<file path="src/rtl/fifo_pkg.sv">
// Shared types and default sizing for the synchronous FIFO slice.
package fifo_pkg;

  localparam int FIFO_WIDTH = 32;
  localparam int FIFO_DEPTH = 8;

  typedef enum logic [2:0] {
    INIT     = 3'b000,
    NO_OP    = 3'b001,
    WRITE    = 3'b010,
    WR_ERROR = 3'b011,
    READ     = 3'b100,
    RD_ERROR = 3'b101
  } state_t;

endpackage

</file>
<file path="src/rtl/fifo_regfile.sv">
// DEPTH x WIDTH storage built from resettable rows; combinational read port.
module fifo_regfile #(
  parameter int WIDTH = fifo_pkg::FIFO_WIDTH,
  parameter int DEPTH = fifo_pkg::FIFO_DEPTH,
  parameter int AW    = $clog2(DEPTH)
) (
  input  logic             clk,
  input  logic             rst_n,
  input  logic             we,
  input  logic [AW-1:0]    waddr,
  input  logic [WIDTH-1:0] wdata,
  input  logic [AW-1:0]    raddr,
  output logic [WIDTH-1:0] rdata
);

  logic [WIDTH-1:0] mem [DEPTH];

  for (genvar i = 0; i < DEPTH; i++) begin : g_row
    logic [WIDTH-1:0] row_q;
    logic             row_we;

    assign row_we = we && (waddr == AW'(i));

    // Storage rows get rst_n tied high by the parent, so contents survive reset.
    always_ff @(posedge clk or negedge rst_n) begin
      if (!rst_n) row_q <= '0;
      else if (row_we) row_q <= wdata;
    end

    assign mem[i] = row_q;
  end

  assign rdata = mem[raddr];

endmodule

</file>
<file path="src/rtl/fifo_sync_rw.sv">
// Single-clock FIFO controller: request decode FSM, pointers, count and registered dout.
module fifo_sync_rw
  import fifo_pkg::*;
#(
  parameter int WIDTH = FIFO_WIDTH,
  parameter int DEPTH = FIFO_DEPTH,
  parameter int CW    = $clog2(DEPTH) + 1
) (
  input  logic             clk,
  input  logic             reset_n,
  input  logic             wr_en,
  input  logic [WIDTH-1:0] din,
  input  logic             rd_en,
  output logic [WIDTH-1:0] dout,
  output logic [CW-1:0]    data_count,
  output logic             full,
  output logic             empty,
  output logic             wr_ack,
  output logic             wr_err,
  output logic             rd_ack,
  output logic             rd_err
);

  localparam int PW = $clog2(DEPTH);

  // Handshake: wr_en/rd_en are sampled each rising edge with no ready back-pressure;
  // the outcome of the edge-N request shows on ack/err right after edge N.
  state_t           state, state_nxt;
  logic [PW-1:0]    wr_ptr, rd_ptr;
  logic [WIDTH-1:0] rd_data;
  logic             do_wr, do_rd;

  assign full  = (data_count == CW'(DEPTH));
  assign empty = (data_count == '0);

  always_comb begin
    state_nxt = NO_OP;
    if (wr_en && !rd_en)      state_nxt = full  ? WR_ERROR : WRITE;
    else if (rd_en && !wr_en) state_nxt = empty ? RD_ERROR : READ;
  end

  always_ff @(posedge clk or negedge reset_n) begin
    if (!reset_n) state <= INIT;
    else          state <= state_nxt;
  end

  // Datapath acts on the decoded next state so the result lands on the same edge.
  assign do_wr = (state_nxt == WRITE);
  assign do_rd = (state_nxt == READ);

  always_ff @(posedge clk or negedge reset_n) begin
    if (!reset_n) begin
      wr_ptr     <= '0;
      rd_ptr     <= '0;
      data_count <= '0;
      dout       <= '0;
    end else begin
      if (do_wr) begin
        wr_ptr     <= wr_ptr + 1'b1;
        data_count <= data_count + CW'(1);
      end
      if (do_rd) begin
        rd_ptr     <= rd_ptr + 1'b1;
        data_count <= data_count - CW'(1);
        dout       <= rd_data;
      end
    end
  end

  assign wr_ack = (state == WRITE);
  assign wr_err = (state == WR_ERROR);
  assign rd_ack = (state == READ);
  assign rd_err = (state == RD_ERROR);

  fifo_regfile #(
    .WIDTH (WIDTH),
    .DEPTH (DEPTH),
    .AW    (PW)
  ) u_regfile (
    .clk   (clk),
    .rst_n (1'b1),
    .we    (do_wr),
    .waddr (wr_ptr),
    .wdata (din),
    .raddr (rd_ptr),
    .rdata (rd_data)
  );

endmodule
</file>
<file path="config.mk">
export PLATFORM = sky130hd
export DESIGN_NAME = fifo_sync_rw
export DESIGN_NICKNAME = d
export VERILOG_FILES = /design/src/rtl/fifo_pkg.sv /design/src/rtl/fifo_regfile.sv /design/src/rtl/fifo_sync_rw.sv
export SDC_FILE = /design/constraint.sdc
export NUM_CORES = 1
export LEC_CHECK = 0
export ABC_AREA = 1
export CORE_MARGIN = 2
export CORE_UTILIZATION = 50
export DETAILED_ROUTE_END_ITERATION = 16
export HOLD_SLACK_MARGIN = 0.08
export PLACE_DENSITY = 0.69
export SLEW_MARGIN = 20
export SYNTH_ARGS = -nofsm -noshare
export SYNTH_HDL_FRONTEND = slang
export SYNTH_SLANG_ARGS = --single-unit
</file>
<file path="constraint.sdc">
create_clock -name clk -period 11.1 [get_ports clk]
set_input_delay 1.11 -clock clk [delete_from_list [all_inputs] [get_ports clk]]
set_output_delay 1.11 -clock clk [all_outputs]
set_load 0.02 [all_outputs]
</file>
==> run_results.csv <==
group,metric,value,unit
placement,portBuffers,77,
timing,slew-limit-headroom,22.5,%
timing,rsz0062_at_grt,"false",
timing,fmax,295,MHz
global_route,grt_max_degree,97,
synth,syn-cell-area,12700,um^2
global_route,grt_pass1_vias,8200,
clocking,cts_tree,"done",
floorplan,die_x,163,um
detailed_routing,drc,0,
timing,fin_crit_sh,30.6,%
setup_path,r2r-start,"rd_ptr[0]",
min_path,hp-start,"dout[0]",
detailed_routing,drt_iter0_drc,791,
timing,worst-slew-pin-transition,1.16,ns
power_and_ir_drop,p_int,2.31,mW
detailed_routing,drt_pass1_iterations,5,
cells_and_area,multi_input_comb_area,2820,um^2
global_route,track_usage,20.8,%
power_and_ir_drop,p_switching,1.24,mW
setup_path,path_depth,6,
detailed_routing,vias_per_cell,5.12,
setup_path,crit_family,"simple AND/OR/NAND/NOR gates",
placement,gp_congestion,0.727,
power_and_ir_drop,cellPowerDensity,241,nW/um^2
setup_path,rr_endpoint,"dout[31]",
clocking,post_cts_buffers,0,
clocking,cts_resized,0,
cells_and_area,nNetsFinal,1325,
clocking,cts.root.buffer_cell,"clkbuf_16",
power_and_ir_drop,p_leak,6.38,nW
timing,finalHoldViolations,0,
cells_and_area,diodes,0,
power_and_ir_drop,switching_share,34.9,%
synth,synth_nets,1255,
cells_and_area,drive_gt1_share,5.76,%
detailed_routing,vias,8358,
cells_and_area,area_delta_synth_final,15.8,%
timing,fin_skew,0.0104,ns
detailed_routing,routed_wirelength,27200,um
clocking,clk_pin_slew_worst_paths,0.06,ns
min_path,hold_depth,2,
clocking,clk_path_buf_depth,3,
power_and_ir_drop,p_seq_share,41.8,%
clocking,holdBufCountCts,0,
setup_path,critPathKind,"input pin to flop",
synth,ys_ff_latch,301,
setup_path,end_kind,"flop",
setup_path,path_max_fanout,22,
placement,dp.cells,1577,
power_and_ir_drop,ir_drop,117,uV
setup_path,cp-start-kind,"input pin",
detailed_routing,wl_per_cell,16.6,um
setup_path,reg2reg_slack,8.06,ns
cells_and_area,stdcell_count,1632,
clocking,clk_latency,0.55,ns
synth,ys_types,24,
synth,syn_area_per_cell,10.5,um^2
synth,yosysWarnings,0,
floorplan,rows,58,
global_route,grt_antenna_before_repair,0,
setup_path,cpPeakStageDelay,0.92,ns
synth,netlist_instances,1209,
floorplan,ioPinCount,78,
min_path,min_path_type,"flop to flop",
clocking,cts_max_level,1,
detailed_routing,antenna_left,0,
floorplan,core-area,25000,um^2
outcome,outcome,"finished, final reports clean",
global_route,grt_pass1_wl,43200,um
clocking,cts_buffers,30,
power_and_ir_drop,p_clk_share,27.1,%
floorplan,die-area,26700,um^2
synth,ys_seq_area_share,69.4,%
min_path,hold-path-endpoint,"dout[0]",
timing,finalSetupTns,0,ns
flow_run,cap_violations,0,
setup_path,cpMaxStageDelayCell,"nor3_2",
cells_and_area,register_area,8820,um^2
global_route,overflow,0,
floorplan,die_h,163,um
floorplan,start_util,50.8,%
setup_path,arrival,3.60,ns
placement,detailed_place_hpwl,14800,um
setup_path,rr_worst_depth,8,
timing,finalSetupViolCount,0,
setup_path,required,11.31,ns
setup_path,critPathBufInv,3,
cells_and_area,fillers,2066,
timing,period_needed,3.39,ns
timing,final-max-slew-violation-count,0,
setup_path,crit_chain,"clkdlybuf4s50_1 > inv_1 > nor2_1 > nand2_1 > nor3_2 > buf_4",
power_and_ir_drop,comb_power_share,31.1,%
clocking,clock_sinks,301,
==> stage by stage <==
stage	hold WS [ns]	power, mW	instance area [um^2]	util (%)	setup WS [ns]
floorplan	0.548	2.24	12700	-	6.85
global placement	0.463	2.59	13800	55.0	7.18
detailed placement	0.467	2.61	13800	55.1	7.13
CTS	0.483	3.56	14700	58.8	7.70
global route	0.497	3.75	14700	58.8	7.51
finish	0.477	3.55	14700	58.8	7.71
==> area by class of cell <==
class,count,area share [%]
tap,330,2.81
timing repair buffer,94,6.16
inverter,219,5.61
clock inverter,13,0.587
sequential,301,59.9
clock buffer,42,5.76
multi-input combinational,633,19.2
==> layout by cell type (no fill, tap or decap), types with 2 or more instances in the layout <==
cell type	instances
nor3_1	4
clkinvlp_4	2
clkdlybuf4s50_1	76
inv_1	216
clkinv_2	4
nor2_4	2
clkbuf_8	3
clkbuf_1	8
clkinv_1	7
edfxtp_1	256
ha_1	9
nand3_1	197
nor2_1	2
nand2_1	399
o21ai_0	3
nor3_2	6
buf_4	16
dfrtp_1	43
clkbuf_16	31
xor2_1	3
==> per-layer routing <==
layer,track usage (%),vias to the layer above,share of wire [%]
li1,-,4003,-
met1,28.1,4019,43
met2,35.9,295,49
met3,2.59,41,6.2
met4,5.39,0,1.9
met5,0,-,0
==> tightest hold or removal path, stage by stage (launching register included) <==
cell,delay (ns)
dfrtp_1,0.34
nand2_1,0.05
nand2_1,0.05
==> worst max-delay path by stage <==
stage	slack [ns]	to	start
after floorplan	6.85	u_regfile.g_row[0].row_q[0]	wr_en
after global routing	7.51	u_regfile.g_row[0].row_q[18]	wr_en
after detailed placement	7.13	u_regfile.g_row[1].row_q[24]	wr_en
after CTS	7.70	u_regfile.g_row[1].row_q[19]	wr_en
final	7.71	u_regfile.g_row[1].row_q[18]	wr_en
after global placement	7.18	u_regfile.g_row[1].row_q[24]	wr_en
==> Yosys cell counts <==
master | instances | area (um^2)
nor3_1 | 10 | 50.1
xnor2_1 | 1 | 8.76
nor2_1 | 4 | 15.0
inv_2 | 1 | 3.75
buf_1 | 2 | 7.51
fa_1 | 1 | 20.0
edfxtp_1 | 256 | 7690
o21ai_0 | 3 | 15.0
buf_2 | 40 | 200
clkbuf_1 | 5 | 18.8
o21ai_1 | 1 | 5.00
nand2_1 | 399 | 1500
xor2_1 | 3 | 26.3
nand3_2 | 1 | 10.0
buf_4 | 9 | 67.6
nand3_1 | 197 | 986
nor2_2 | 1 | 6.26
dfrtp_1 | 45 | 1130
inv_4 | 1 | 6.26
nand2_4 | 1 | 11.3
nand2_2 | 1 | 6.26
a21oi_1 | 1 | 5.00
inv_1 | 217 | 815
ha_1 | 9 | 113
==> logic make-up (layout without fill, tap and decap cells) <==
kind of cell	Yosys count	count (layout)	share of synthesized area (%)
AOI/OAI and AO/OA	5	5	0.197
xor gates and xnor gates	4	4	0.276
adders and majority gates	10	10	1.04
buffers and inverters	275	368	8.80
DFF	301	301	69.4
and+or+nand+nor	614	614	20.3
==> state kept, by name, summed over array words and instances, names as in the netlist <==
name and cells:
dout 32, wr_ptr 3, data_count 4, u_regfile.g_row.row_q 256
rd_ptr 3, state 3
==> power groups by stage <==
stage,Sequential [mW],Combinational (mW),Clock [mW]
3_3_place_gp,1.50,1.08,0
4_1_cts,1.48,1.11,0.972
6_report,1.48,1.10,0.961
5_1_grt,1.50,1.23,1.02
3_5_place_dp,1.50,1.10,0
2_1_floorplan,1.53,0.705,0
Note: power is estimated with default switching activity, not from simulation.
